--- config.mk ---
export PLATFORM = sky130hd
export DESIGN_NAME = ahb_cache_arbiter
export DESIGN_NICKNAME = d
export VERILOG_FILES = /design/src/rtl/ahb_cache_arbiter_pkg.sv /design/src/rtl/rr_arbiter2.sv /design/src/rtl/ahb_cache_arbiter.sv
export SDC_FILE = /design/constraint.sdc
export NUM_CORES = 1
export LEC_CHECK = 0
export BUFFER_PORTS_ARGS = -buffer_cell sky130_fd_sc_hd__clkbuf_2
export CAP_MARGIN = 10
export CORE_AREA = 3 3 110 112
export DETAILED_ROUTE_END_ITERATION = 8
export DIE_AREA = 0 0 113 115
export PLACE_DENSITY = 0.68
export SETUP_SLACK_MARGIN = 0.05
export SLEW_MARGIN = 20
export SYNTH_ARGS = -nofsm -noshare
export SYNTH_HDL_FRONTEND = slang
export SYNTH_HIERARCHICAL = 1
export SYNTH_SLANG_ARGS = --single-unit
--- constraint.sdc ---
create_clock -name clk -period 3.6 [get_ports clk]
set_clock_uncertainty 0.15 [all_clocks]
set_input_delay 0 -clock clk [delete_from_list [all_inputs] [get_ports clk]]
set_output_delay 0 -clock clk [all_outputs]
set_load 0.005 [all_outputs]
--- src/rtl/ahb_cache_arbiter_pkg.sv ---
// Shared AHB-Lite encodings and arbiter FSM state type for the I/D cache line-fill arbiter.
package ahb_cache_arbiter_pkg;

    typedef enum logic [1:0] {
        HtransIdle   = 2'b00,
        HtransBusy   = 2'b01,
        HtransNonseq = 2'b10,
        HtransSeq    = 2'b11
    } htrans_e;

    localparam logic [2:0] HsizeWord   = 3'b010;
    localparam logic [2:0] HburstIncr4 = 3'b011;
    localparam logic [2:0] HburstIncr8 = 3'b101;
    localparam logic [3:0] HprotIFetch = 4'b0010;
    localparam logic [3:0] HprotDData  = 4'b0011;

    typedef enum logic [2:0] {
        StIdle,
        StAddr,
        StBurst,
        StLast,
        StErr
    } state_e;

    function automatic logic [2:0] burst_enc(input int unsigned words);
        return (words == 4) ? HburstIncr4 : HburstIncr8;
    endfunction

endpackage

--- src/rtl/rr_arbiter2.sv ---
// Two-way round-robin grant choice with the last-grant register (0 = I, 1 = D).
module rr_arbiter2 (
    input  logic clk,
    input  logic reset,
    input  logic i_req_i,
    input  logic d_req_i,
    input  logic load_i,
    output logic pick_d_o,
    output logic gnt_d_o
);

    logic last_d_q;

    // On a tie the side that did not win last time takes the grant.
    always_comb begin
        pick_d_o = d_req_i & (~i_req_i | ~last_d_q);
    end

    always_ff @(posedge clk or posedge reset) begin
        if (reset) begin
            last_d_q <= 1'b0;
        end else if (load_i && (i_req_i || d_req_i)) begin
            last_d_q <= pick_d_o;
        end
    end

    assign gnt_d_o = last_d_q;

endmodule

--- src/rtl/ahb_cache_arbiter.sv ---
// Arbitrates I-cache fills and D-cache fills/write-backs onto one AHB-Lite master port
// as fixed-length incrementing line bursts.
module ahb_cache_arbiter
    import ahb_cache_arbiter_pkg::*;
#(
    parameter int unsigned LINE_WORDS = 8,
    parameter int unsigned ADDR_W     = 32
) (
    input  logic              clk,
    input  logic              reset,
    input  logic              i_req,
    input  logic [ADDR_W-1:0] i_addr,
    output logic [31:0]       i_rdata,
    output logic              i_rvalid,
    output logic [2:0]        i_beat,
    output logic              i_done,
    output logic              i_err,
    input  logic              d_req,
    input  logic              d_write,
    input  logic [ADDR_W-1:0] d_addr,
    input  logic [31:0]       d_wdata,
    output logic [31:0]       d_rdata,
    output logic              d_rvalid,
    output logic [2:0]        d_beat,
    output logic              d_done,
    output logic              d_err,
    output logic [ADDR_W-1:0] HADDR,
    output logic [1:0]        HTRANS,
    output logic              HWRITE,
    output logic [2:0]        HSIZE,
    output logic [2:0]        HBURST,
    output logic [3:0]        HPROT,
    output logic              HMASTLOCK,
    output logic [31:0]       HWDATA,
    input  logic [31:0]       HRDATA,
    input  logic              HREADY,
    input  logic              HRESP
);

    localparam logic [2:0] LastBeat = 3'(LINE_WORDS - 1);

    state_e            state_q, state_d;
    logic [2:0]        abeat_q, abeat_d;
    logic [ADDR_W-1:0] haddr_q, haddr_d;
    logic              arb_load, pick_d, gnt_d;
    logic              beat_acc, xfer_done, xfer_err;
    logic              granted, dphase, wr_grant;
    logic [2:0]        dbeat;

    rr_arbiter2 u_rr_arbiter2 (
        .clk      (clk),
        .reset    (reset),
        .i_req_i  (i_req),
        .d_req_i  (d_req),
        .load_i   (arb_load),
        .pick_d_o (pick_d),
        .gnt_d_o  (gnt_d)
    );

    always_ff @(posedge clk or posedge reset) begin
        if (reset) begin
            state_q <= StIdle;
            abeat_q <= 3'd0;
            haddr_q <= '0;
        end else begin
            state_q <= state_d;
            abeat_q <= abeat_d;
            haddr_q <= haddr_d;
        end
    end

    always_comb begin
        state_d   = state_q;
        abeat_d   = abeat_q;
        haddr_d   = haddr_q;
        arb_load  = 1'b0;
        beat_acc  = 1'b0;
        xfer_done = 1'b0;
        xfer_err  = 1'b0;
        case (state_q)
            StIdle: begin
                if (i_req || d_req) begin
                    arb_load = 1'b1;
                    state_d  = StAddr;
                    abeat_d  = 3'd0;
                    haddr_d  = pick_d ? d_addr : i_addr;
                end
            end
            StAddr: begin
                if (HREADY) begin
                    state_d = StBurst;
                    abeat_d = abeat_q + 3'd1;
                    haddr_d = haddr_q + ADDR_W'(4);
                end
            end
            StBurst: begin
                if (HRESP && !HREADY) begin
                    state_d = StErr;
                end else if (HREADY) begin
                    beat_acc = 1'b1;
                    if (abeat_q == LastBeat) begin
                        state_d = StLast;
                    end else begin
                        abeat_d = abeat_q + 3'd1;
                        haddr_d = haddr_q + ADDR_W'(4);
                    end
                end
            end
            StLast: begin
                if (HRESP && !HREADY) begin
                    state_d = StErr;
                end else if (HREADY) begin
                    beat_acc  = 1'b1;
                    xfer_done = 1'b1;
                    state_d   = StIdle;
                end
            end
            StErr: begin
                // Second cycle of the ERROR response ends the line; remaining beats are dropped.
                if (HREADY) begin
                    xfer_done = 1'b1;
                    xfer_err  = 1'b1;
                    state_d   = StIdle;
                end
            end
            default: state_d = StIdle;
        endcase
    end

    always_comb begin
        granted  = (state_q != StIdle);
        dphase   = (state_q == StBurst) || (state_q == StLast);
        wr_grant = gnt_d & d_write;
        // In BURST the data phase trails the address beat by one; in LAST it is the final beat.
        dbeat    = (state_q == StBurst) ? (abeat_q - 3'd1) : abeat_q;
    end

    always_comb begin
        HTRANS = HtransIdle;
        if (state_q == StAddr) begin
            HTRANS = HtransNonseq;
        end else if (state_q == StBurst) begin
            HTRANS = HtransSeq;
        end
    end

    assign HADDR     = haddr_q;
    assign HWRITE    = ((state_q == StAddr) || (state_q == StBurst)) && wr_grant;
    assign HSIZE     = HsizeWord;
    assign HBURST    = granted ? burst_enc(LINE_WORDS) : 3'b000;
    assign HPROT     = granted ? (gnt_d ? HprotDData : HprotIFetch) : 4'b0000;
    assign HMASTLOCK = 1'b0;
    assign HWDATA    = (dphase && wr_grant) ? d_wdata : 32'd0;

    assign i_rvalid = beat_acc & ~gnt_d;
    assign d_rvalid = beat_acc & gnt_d & ~d_write;
    assign i_rdata  = i_rvalid ? HRDATA : 32'd0;
    assign d_rdata  = d_rvalid ? HRDATA : 32'd0;
    assign i_beat   = (dphase && !gnt_d) ? dbeat : 3'd0;
    assign d_beat   = (dphase && gnt_d) ? dbeat : 3'd0;
    assign i_done   = xfer_done & ~gnt_d;
    assign d_done   = xfer_done & gnt_d;
    assign i_err    = xfer_err & ~gnt_d;
    assign d_err    = xfer_err & gnt_d;

endmodule

==> results.toml <==
[status]
status = "finished, violations left"
failed_checks = "negative hold slack"

[yosys]
synth-compound-area-share_pct = 18.7
synth_ff_type = "dfrtp_1"
synth.distinct_cells = 57
synthCells = 476
ys_ff_latch = 39
muxShareOfSynthArea_pct = 8.76
synth_area_um2 = 3660
synth-simple-area-share_pct = 36.7
synth_edf_count = 0
avgSynthCellArea_um2 = 7.68
synth_top_family_by_area = "simple AND/OR/NAND/NOR gates"
synth_seq_area_share_pct = 26.7
synth_adder_area_share_pct = 1.37
yosys.area_share.xor_xnor_pct = 0.719
async_flop_share_pct = 100
yosys_warnings = 6

[timing]
whs_ps = -5.21
finalWorstSetupSlack_ps = 871
rsz0062_at_grt = "no"
setup_viol = 0
period_needed_ps = 2730
final.setup.tns_ps = 0
slew_headroom_pct = 52.8
fmax_mhz = 366
hold_violations = 2
drv_slew = 0
fin_crit_sh_pct = 75.8
worst_pin_slew_ps = 707

[worst_setup_path]
crit_path_start_kind = "flop"
worst_r2r_startpoint = "abeat_q[0]$_DFFE_PP0P_"
cp-end-kind = "flop"
r2r_end = "HADDR[29]$_DFFE_PP0P_"
worstPathMaxFanout = 34
reg2reg_depth = 7
cp.arrival_ps = 2700
critPathRequiredTime_ps = 3570
rrSetupSlack_ps = 870
crit_type = "flop to flop"

[die]
floorplan.initialDensity_pct = 32.3
ioPinCount = 289
core_um2 = 11300
dieArea_um2 = 13000
chipWidth_um = 113
rows = 39
die_h_um = 115

[routing]
wl_per_cell_um = 16.3
drc = 0
drt_first_pass_iters = 5
ant_nets = 0
vias = 4459
drtIter0Drc = 211
vias_per_cell = 4.98
wirelength_um = 14600

[pwr]
swShare_pct = 47.8
pwr-share-clk_pct = 13.1
p_sw_uw = 1900
internal-power_uw = 2080
leakagePower_uw = 0.00288
seq_power_share_pct = 24.8
p_comb_share_pct = 62.1
power_density_nw_per_um2 = 726
ir_worst_vdd_mv = 0.373

[run]
cap_viol_max_count = 0

[global_route]
antenna_found_initial = 0
grt_pass1_vias = 4116
grt_pass1_wl_um = 22000
grt_overflow = 0
grt_max_degree = 41
grt_usage_pct = 21.0

[cts]
insertion_delay_ps = 280
clockBufferDepth = 2
cts_setup_buffers = 0
path_clk_slew_ps = 60
cts.sinks = 39
cts_tree = "done"
cts-root-buf = "clkbuf_16"
cts_buffers = 5
htreeDepth = 2

[worst_hold_path]
min_delay_worst_endpoint = "HADDR[25]$_DFFE_PP0P_"
hold_class = "primary input to flop"
holdPathStages = 3
hold_start = "d_addr[25]"

[finish]
syn2layout_area_growth_pct = 50.0
nets = 890
antenna_cells = 0
drive_gt1_share_pct = 43.6

[placement]
gp_congestion = 0.848
dp_slack_ps = 940
hpwl_um = 11600
port_buffers = 281
## critical path, cell delays in order, from the launching register on
cell and delay [ps]:
dfrtp_1 400, ha_1 210, ha_1 210, nor4bb_1 260, a211oi_1 130, or2_2 550
a2111oi_0 560, a211oi_1 100
## worst max-delay path by stage
stage,startpoint,end,cells after the start
after floorplan,abeat_q[0]$_DFFE_PP0P_,HADDR[30]$_DFFE_PP0P_,8
after global placement,abeat_q[0]$_DFFE_PP0P_,HADDR[30]$_DFFE_PP0P_,7
after detailed placement,abeat_q[0]$_DFFE_PP0P_,HADDR[30]$_DFFE_PP0P_,7
after CTS,abeat_q[0]$_DFFE_PP0P_,HADDR[29]$_DFFE_PP0P_,7
after global routing,abeat_q[0]$_DFFE_PP0P_,HADDR[29]$_DFFE_PP0P_,7
final,abeat_q[0]$_DFFE_PP0P_,HADDR[29]$_DFFE_PP0P_,7
## synthesized netlist by cell type, types with 5 or more instances
cell type / number / share of area (%)
nand4_1: 10 / 1.7
a2bb2oi_1: 6 / 1.4
nand3_1: 12 / 1.6
a21oi_1: 37 / 5.1
inv_1: 10 / 1.0
nor2_1: 35 / 3.6
o21ai_0: 20 / 2.7
clkbuf_1: 29 / 3.0
a211oi_1: 5 / 1.0
mux2i_1: 14 / 3.8
mux2_2: 16 / 4.9
nor3_1: 14 / 1.9
dfrtp_1: 39 / 27
nand2_1: 28 / 2.9
and2_1: 97 / 17
o22ai_1: 9 / 1.5
buf_4: 10 / 2.1
nor2b_1: 10 / 1.7
## area by class of cell
type / count / area [µm²]
sequential: 39 / 976
clock inverter: 2 / 35.0
clock buffer: 6 / 139
multi-input combinational: 386 / 2470
tap: 143 / 179
timing repair buffer: 308 / 1650
fill: 1172 / 5840
inverter: 11 / 41.3
## cell families (layout without fill, tap and decap cells)
group,count (synthesis),in the layout
multiplexers,30,30
other,2,7
AO/OA/AOI/OAI,108,108
XOR/XNOR,3,3
flip-flops,39,39
AND/OR/NAND/NOR,234,234
adder cells (fa/ha/maj),4,4
buffers and inverters,56,327
## metrics by stage
stage / util (%) / cell area [µm²] / cells / hold slack (ps) / total power, µW
6_report: 48.5 / 5490 / 895 / -5.21 / 3980
4_1_cts: 48.5 / 5490 / 895 / 1.96 / 3990
5_1_grt: 48.5 / 5490 / 895 / 4.20 / 4340
3_3_place_gp: 45.5 / 5150 / 871 / -320 / 3400
2_1_floorplan: - / 3670 / 481 / -421 / 2540
3_5_place_dp: 45.5 / 5150 / 871 / -311 / 3410
## power groups by stage
stage | Clock, µW | Combinational [µW] | Sequential (µW)
after floorplan | 0 | 1630 | 912
after CTS | 528 | 2480 | 980
after global placement | 0 | 2430 | 975
final | 522 | 2470 | 989
after detailed placement | 0 | 2430 | 985
after global routing | 547 | 2770 | 1030
## layout by cell type, fill, tap and decap left out, types with 3 or more instances in the layout
cell	netlist	routed
clkbuf_2	0	281
and2_1	97	97
dfrtp_1	39	39
a21oi_1	37	37
nor2_1	35	34
nand2_1	28	28
o21ai_0	20	20
mux2_2	16	16
dlygate4sd3_1	0	16
mux2i_1	14	14
nor3_1	14	13
nand3_1	12	12
buf_4	10	11
nand4_1	10	10
inv_1	10	10
nor2b_1	10	10
o22ai_1	9	9
conb_1	2	7
a2bb2oi_1	6	6
a211oi_1	5	5
clkbuf_16	0	5
and3_1	4	4
o22a_1	4	4
ha_1	4	4
or2_2	3	3
nor4_1	3	3
nand2b_1	3	3
a2111oi_0	3	3
a31oi_1	3	3
o31ai_1	3	3
## repair_timing
item / in CTS / in global routing
hold buffers: 16 / 0
endpoints found under the hold margin: 24 / 0
resized for setup: 0 / 0
endpoints found under the setup margin: 0 / 0
## flip-flops by register name (all words and copies together), names as in the netlist
signal / flops
state_q: 3
abeat_q: 3
u_rr_arbiter2/gnt_d_o: 1
HADDR: 32
## metal layers
layer	vias up	share of wire [%]	track usage, %
met3	9	8.1	5.05
met1	2048	43	29.8
met5	-	0	0
met4	0	0.84	3.21
met2	188	48	33.2
li1	2214	-	-
(Power assumes the default switching activity.)
